===== src/rtl/scan_test_pkg.sv =====
// scan_test_pkg: shared types and defaults for the scan-test controller.
package scan_test_pkg;
  localparam int CHAIN_LEN_DEF = 8;
  typedef enum logic [2:0] {IDLE, LOAD, CAPTURE, UNLOAD, FINISH} state_t;
endpackage


===== src/rtl/scan_test_ctrl.sv =====
// scan_test_ctrl: load/capture/unload scan controller with masked response compare.
module scan_test_ctrl
  import scan_test_pkg::*;
#(
  parameter int CHAIN_LEN = CHAIN_LEN_DEF
) (
  input  logic                 clk,
  input  logic                 rst_n,
  input  logic                 start,
  input  logic [CHAIN_LEN-1:0] pattern,
  input  logic [CHAIN_LEN-1:0] expected,
  input  logic [CHAIN_LEN-1:0] mask,
  input  logic                 so,
  output logic                 se,
  output logic                 si,
  output logic                 busy,
  output logic                 done,
  output logic [CHAIN_LEN-1:0] response,
  output logic                 match
);
  localparam int CW = $clog2(CHAIN_LEN);
  localparam logic [CW-1:0] LAST = CW'(CHAIN_LEN - 1);
  state_t state, state_nx;
  logic [CW-1:0] cnt;
  logic [CHAIN_LEN-1:0] pat, exp_r, msk, resp_nx;
  logic last;
  assign last = cnt == LAST;
  assign resp_nx = {response[CHAIN_LEN-2:0], so};
  always_comb begin
    state_nx = state;
    se = 1'b0;
    si = 1'b0;
    busy = state != IDLE;
    done = state == FINISH;
    case (state)
      IDLE: state_nx = start ? LOAD : IDLE;
      LOAD: begin
        se = 1'b1;
        si = pat[LAST - cnt];
        state_nx = last ? CAPTURE : LOAD;
      end
      CAPTURE: state_nx = UNLOAD;
      UNLOAD: begin
        se = 1'b1;
        state_nx = last ? FINISH : UNLOAD;
      end
      default: state_nx = IDLE;
    endcase
  end
  // counter restarts on every state entry and is held at zero while idle
  always_ff @(posedge clk or negedge rst_n) begin
    if (!rst_n) begin
      state <= IDLE;
      cnt <= '0;
      pat <= '0;
      exp_r <= '0;
      msk <= '0;
      response <= '0;
      match <= 1'b0;
    end else begin
      state <= state_nx;
      cnt <= (state_nx != state || state == IDLE) ? '0 : cnt + CW'(1);
      if (state == IDLE && start) begin
        pat <= pattern;
        exp_r <= expected;
        msk <= mask;
        response <= '0;
        match <= 1'b0;
      end
      if (state == UNLOAD) begin
        response <= resp_nx;
        if (last) match <= ((resp_nx ^ exp_r) & msk) == '0;
      end
    end
  end
endmodule


===== config.mk =====
export PLATFORM = sky130hd
export DESIGN_NAME = scan_test_ctrl
export DESIGN_NICKNAME = d
export VERILOG_FILES = /design/src/rtl/scan_test_pkg.sv /design/src/rtl/scan_test_ctrl.sv
export SDC_FILE = /design/constraint.sdc
export NUM_CORES = 1
export LEC_CHECK = 0
export ABC_AREA = 1
export CAP_MARGIN = 15
export CORE_AREA = 10 10 75 77
export CTS_CLUSTER_DIAMETER = 40
export DETAILED_ROUTE_END_ITERATION = 10
export DIE_AREA = 0 0 85 87
export GPL_ROUTABILITY_DRIVEN = 1
export PLACE_DENSITY = 0.8
export SLEW_MARGIN = 20
export SYNTH_ARGS = -nofsm -noshare
export SYNTH_HDL_FRONTEND = slang
export SYNTH_SLANG_ARGS = --single-unit

===== constraint.sdc =====
create_clock -name clk -period 1.15 [get_ports clk]
set_input_delay 0.2875 -clock clk [delete_from_list [all_inputs] [get_ports clk]]
set_output_delay 0.2875 -clock clk [all_outputs]
set_load 0.02 [all_outputs]

-- Word level (Yosys, flattened, before mapping)
Index checks and enable logic that the tools add are counted.
- bits of input ports: 28
- flip-flop bits (word level): 39
- bitwise logic cells: 2
- mux-type cells: 14
- $lt $le $gt $ge: 1
- $add $sub $neg: 2
- reduce and logical (&&, ||, !) cells: 7
- eq/ne operators: 6
- operators with widths (kind ; count):
    $mux 8 ; 2
    $pmux 3 s4 ; 1
    $and 8x8->8 ; 1
    $logic_not 8->1 ; 1
    $xor 8x8->8 ; 1
    $mux 1 ; 7
    $eq 3x2->1 const B ; 2
    $eq 3x3->1 const B ; 2
    $mux 3 ; 2
    $lt 3x4->1 const B ; 1
    $add 3x1->3 const B ; 1
    $bmux 1 s3 ; 1
    $eq 3x1->1 const B ; 1
    $logic_not 3->1 ; 1
    $ne 3x3->1 ; 1
    $reduce_bool 3->1 ; 1
    $sub 3x3->3 const A ; 1
    $mux 2 ; 1
    $reduce_bool 2->1 ; 1
    $reduce_or 2->1 ; 1
    $logic_and 1x1->1 ; 1
    $logic_or 1x1->1 ; 1

-- Logic depth before layout (Yosys ltp)
Gate-level depths: netlist (run 1).
- depth in word-level cells: 6
- mapped depth: 7
- depth with buffers taken out: 7

-- Worst setup path after synthesis (run 1)
OpenSTA, ideal clock, no wires.
- path kind: flip-flop to output port
- start: register state[0]
- end: output si
- path buffers: 0
- data required time: 0.863 ns
- data arrival time: 1.023 ns
- cell stages (with the launch flop): 5
- setup slack: -0.160 ns
- cells stage by stage: dfrtp_1 inv_1 nor3_1 nand2_1 nor2_1
- word-level cells in the longest chain between the ends: 2
- ends and longest elaborated chain (item ; RTL line ; source):
    from (decl) ; scan_test_ctrl.sv:23 ; state_t state, state_nx;
    from (signal assigned) ; scan_test_ctrl.sv:61 ; state <= state_nx;
    $eq 3x1->1 ; scan_test_ctrl.sv:35 ; case (state)
    $mux 1 ; scan_test_ctrl.sv:35 ;
    to (decl) ; scan_test_ctrl.sv:15 ; output logic si,
Every way passes these cells.

-- Worst setup path after layout (run 1)
- start: register cnt[1]
- end: output si
- word-level cells in the longest chain between the ends: 4
- ends and longest elaborated chain (item ; RTL line ; source):
    from (decl) ; scan_test_ctrl.sv:24 ; logic [CW-1:0] cnt;
    from (signal assigned) ; scan_test_ctrl.sv:62 ; cnt <= (state_nx != state || state == IDLE) ? '0 : cnt + CW'(1);
    $sub 3x3->3 ; scan_test_ctrl.sv:39 ; si = pat[LAST - cnt];
    $bmux 1 s3 ; scan_test_ctrl.sv:39 ;
    $mux 1 (not written as such) ; scan_test_ctrl.sv:39 ;
    $mux 1 ; scan_test_ctrl.sv:35 ;
Every way passes these cells. The select of a mux whose other input is x is not followed.

==> impl_metrics.py, run 1 <==
metrics = {
    "run_status": {
        "outcome": "finished with violations",
        "violations": "negative setup slack",
    },
    "logic_synthesis": {
        "muxShareOfSynthArea_pct": 14.3,
        "yosysTopAreaCell": "dfrtp_1",
        "synthXorXnorAreaFrac_pct": 0,
        "async_flop_share_pct": 100,
        "synth-edff-count": 0,
        "ys_types": 19,
        "synth_seq_area_share_pct": 54.5,
        "syn_nets": 205,
        "synth.most_common_cell": "dfrtp_1",
        "post_synth_instance_area_um2": 1790,
        "ys_top_cells_by_area": "dfrtp_1 55%, mux2_4 12%, nor2_1 5.7%, inv_1 5.0%, nand2_1 4.8%",
        "synth_top_area_share_pct": 54.5,
        "ys_ff_latch": 39,
        "synth_common_cells": "39 x dfrtp_1, 27 x nor2_1, 24 x inv_1, 23 x nand2_1, 14 x mux2_4",
        "yosys.area_share.adder_pct": 1.40,
        "synth_compound_area_share_pct": 6.92,
        "syn_avg_cell_area_um2": 10.2,
        "synthSimpleGateAreaFrac_pct": 16.1,
        "syn_inst": 175,
        "yosys_warnings": 0,
        "synth_ff_type": "dfrtp_1",
        "synth_top_family_by_area": "simple AND/OR/NAND/NOR gates",
    },
    "cells_and_area": {
        "final_layout_size_suffix_gt1_share_pct": 46.1,
        "fin_nets": 300,
        "area_delta_synth_final_pct": 70.7,
        "postLayoutCellArea_um2": 3060,
        "diodes": 0,
    },
    "die": {
        "die-area_um2": 7400,
        "dieHeight_um": 87,
        "rows": 24,
        "ios": 41,
        "die_x_um": 85,
        "start_util_pct": 42.3,
        "coreArea_um2": 4230,
    },
    "place": {
        "io_buffers": 40,
        "place_area_um2": 2560,
        "place_congestion": 0.790,
        "pre_cts_ws_ns": -0.605,
        "dp_hpwl_mm": 3.23,
    },
    "clocking": {
        "clkLatencyLatePin_ns": 0.29,
        "cts-buffers-inserted": 5,
        "cts.sinks": 39,
        "cts-htree-levels": 2,
        "cts.path.max_buffers": 2,
        "cts_root_buf": "clkbuf_8",
        "cts_tree": "built",
        "clk_transition_reported_paths_ns": 0.07,
    },
    "routing": {
        "routedWlPerCell_um": 16.0,
        "drt_iter0_drc": 51,
        "drc": 0,
        "vias": 1579,
        "ant_nets": 0,
        "drt-total-wl_mm": 5.15,
        "firstDrtPassIters": 4,
        "drt-vias-per-instance": 4.92,
    },
    "global_route": {
        "grt_pass1_wl_mm": 8.17,
        "grt_use_total_pct": 13.7,
        "grt_max_degree": 17,
        "grt_pass1_vias": 1691,
        "grt_overflow_total": 0,
        "antenna_found_initial": 0,
    },
    "timing": {
        "worst_clock_skew_ns": 0.00461,
        "rsz0062_at_grt": "yes",
        "holdWs_ns": 0.404,
        "finalSetupTns_ns": -14.82,
        "hold_viol": 0,
        "slew_headroom_pct": 81.1,
        "setup_viol": 43,
        "fmax_mhz": 610,
        "slew_violations": 0,
        "worst_slew_pin_slew_ns": 0.284,
        "min_period_ns": 1.64,
        "setup_slack_ns": -0.490,
        "period_share_pct": 143,
    },
    "critical_path": {
        "cp-start-kind": "flip-flop",
        "crit_type": "reg2out",
        "slowest_delay_ns": 0.39,
        "cp_max_fo": 4,
        "cp_cell_sequence": "inv_1, nor2_1, o21ai_1, nand3_1, nand2_1, nor2_2, buf_6",
        "critPathArrivalTime_ns": 1.35,
        "cp-end-kind": "output port",
        "critPathRequiredTime_ns": 0.86,
        "slowest_stage": "dfrtp_1",
    },
    "flow_run": {
        "drv_cap": 0,
    },
    "power": {
        "peakVddDrop_mv": 1.00,
        "power_density_nw_per_um2": 2370,
        "p_total_mw": 7.24,
        "leakage_nw": 1.47,
    },
    "hold_path": {
        "hold_class": "in2async",
    },
}
==> worst max-delay path: cells and delay by family, from the launching register on <==
| family | cells | cell delay [ns] |
|---|---|---|
| flops | 1 | 0.39 |
| buf+inv | 2 | 0.19 |
| simple gates | 4 | 0.40 |
| compound gates | 1 | 0.09 |
==> repair_timing <==
item | CTS | global route
setup buffers | 10 | 4
resized for setup | 104 | 30
hold endpoints to repair | 8 | 0
gates cloned | 2 | 0
hold buffers | 1 | 0
endpoints found under the setup margin | 52 | 51
pin swaps | 11 | 11
==> layout make-up <==
class / instances / area, µm²
Clock buffer: 6 / 72.6
Fill cell: 280 / 1180
Inverter: 25 / 96.3
Multi-Input combinational cell: 108 / 893
Sequential cell: 39 / 978
Tap cell: 52 / 65.1
Timing Repair Buffer: 91 / 951
==> sequential cells by signal, summed over array words and instances, names as in the netlist <==
register and cells:
exp_r 8, pat 8, cnt 3, msk 8
response 8, match 1, state 3
==> per-stage QoR <==
stage / std cells / utilization (%)
floorplan: 175 / -
global placement: 298 / 60.5
detailed placement: 298 / 60.5
CTS: 317 / 69.1
global route: 321 / 72.2
finish: 321 / 72.2
==> metal layers <==
metal / global-route usage [%] / routed length, µm / vias up
met5: 0 / 0 / -
met4: 5.39 / 83 / 0
met3: 3.09 / 208 / 6
met2: 24.9 / 2810 / 30
met1: 15.1 / 2050 / 786
li1: - / - / 757
==> report_power, final <==
part	internal [mW]	total [mW]	switching, mW
Combinational	2.26	4.02	1.77
Clock	0.405	0.859	0.454
Sequential	1.95	2.36	0.411
Total	4.61	7.24	2.63
==> logic make-up after synthesis <==
group | Yosys count
adder cells (fa/ha/maj) | 2
AND/OR/NAND/NOR | 66
multiplexers | 18
buffers and inverters | 28
AO/OA/AOI/OAI | 22
flip-flops | 39
==> path summary, 6_finish.rpt <==
path                            depth (start not counted)          startpoint  slack [ns]            endpoint
worst max-delay path                                    7    cnt[1]$_DFF_PN0_       -0.49                  si
worst min-delay path                                    2               rst_n        0.40  pat[6]$_DFFE_PN0P_
worst max register to register                          6  state[1]$_DFF_PN0_       -0.41  pat[0]$_DFFE_PN0P_
worst min register to register                          1  msk[1]$_DFFE_PN0P_        0.51  msk[1]$_DFFE_PN0P_
max in group asynchronous                               3               rst_n        0.35    cnt[0]$_DFF_PN0_
min in group clk                                        1  msk[1]$_DFFE_PN0P_        0.51  msk[1]$_DFFE_PN0P_
==> cell usage in the layout (no fill, tap or decap), types with 3 or more instances in the layout <==
cell,count
a21oi_2,4
buf_12,7
buf_2,4
buf_4,31
buf_6,18
clkbuf_8,5
clkdlybuf4s50_1,26
dfrtp_1,37
inv_1,20
inv_2,4
mux2_2,4
mux2_4,14
nand2_1,21
nand3_1,9
nor2_1,16
nor2_2,3
nor2_4,9
o21ai_1,6
o22ai_2,5
No activity file was read; power rests on OpenSTA's default activity.
==> inputs of run 2 (changes only) <==
- CTS_CLUSTER_DIAMETER: 40 -> not set
==> results of run 2 <==
No change in the layout: final DEF, timing and power equal those of run 1.
==> inputs of run 3 (changes only) <==
- HOLD_SLACK_MARGIN: not set -> 0.08
==> results of run 3 <==
No change in the layout: final DEF, timing and power equal those of run 1.
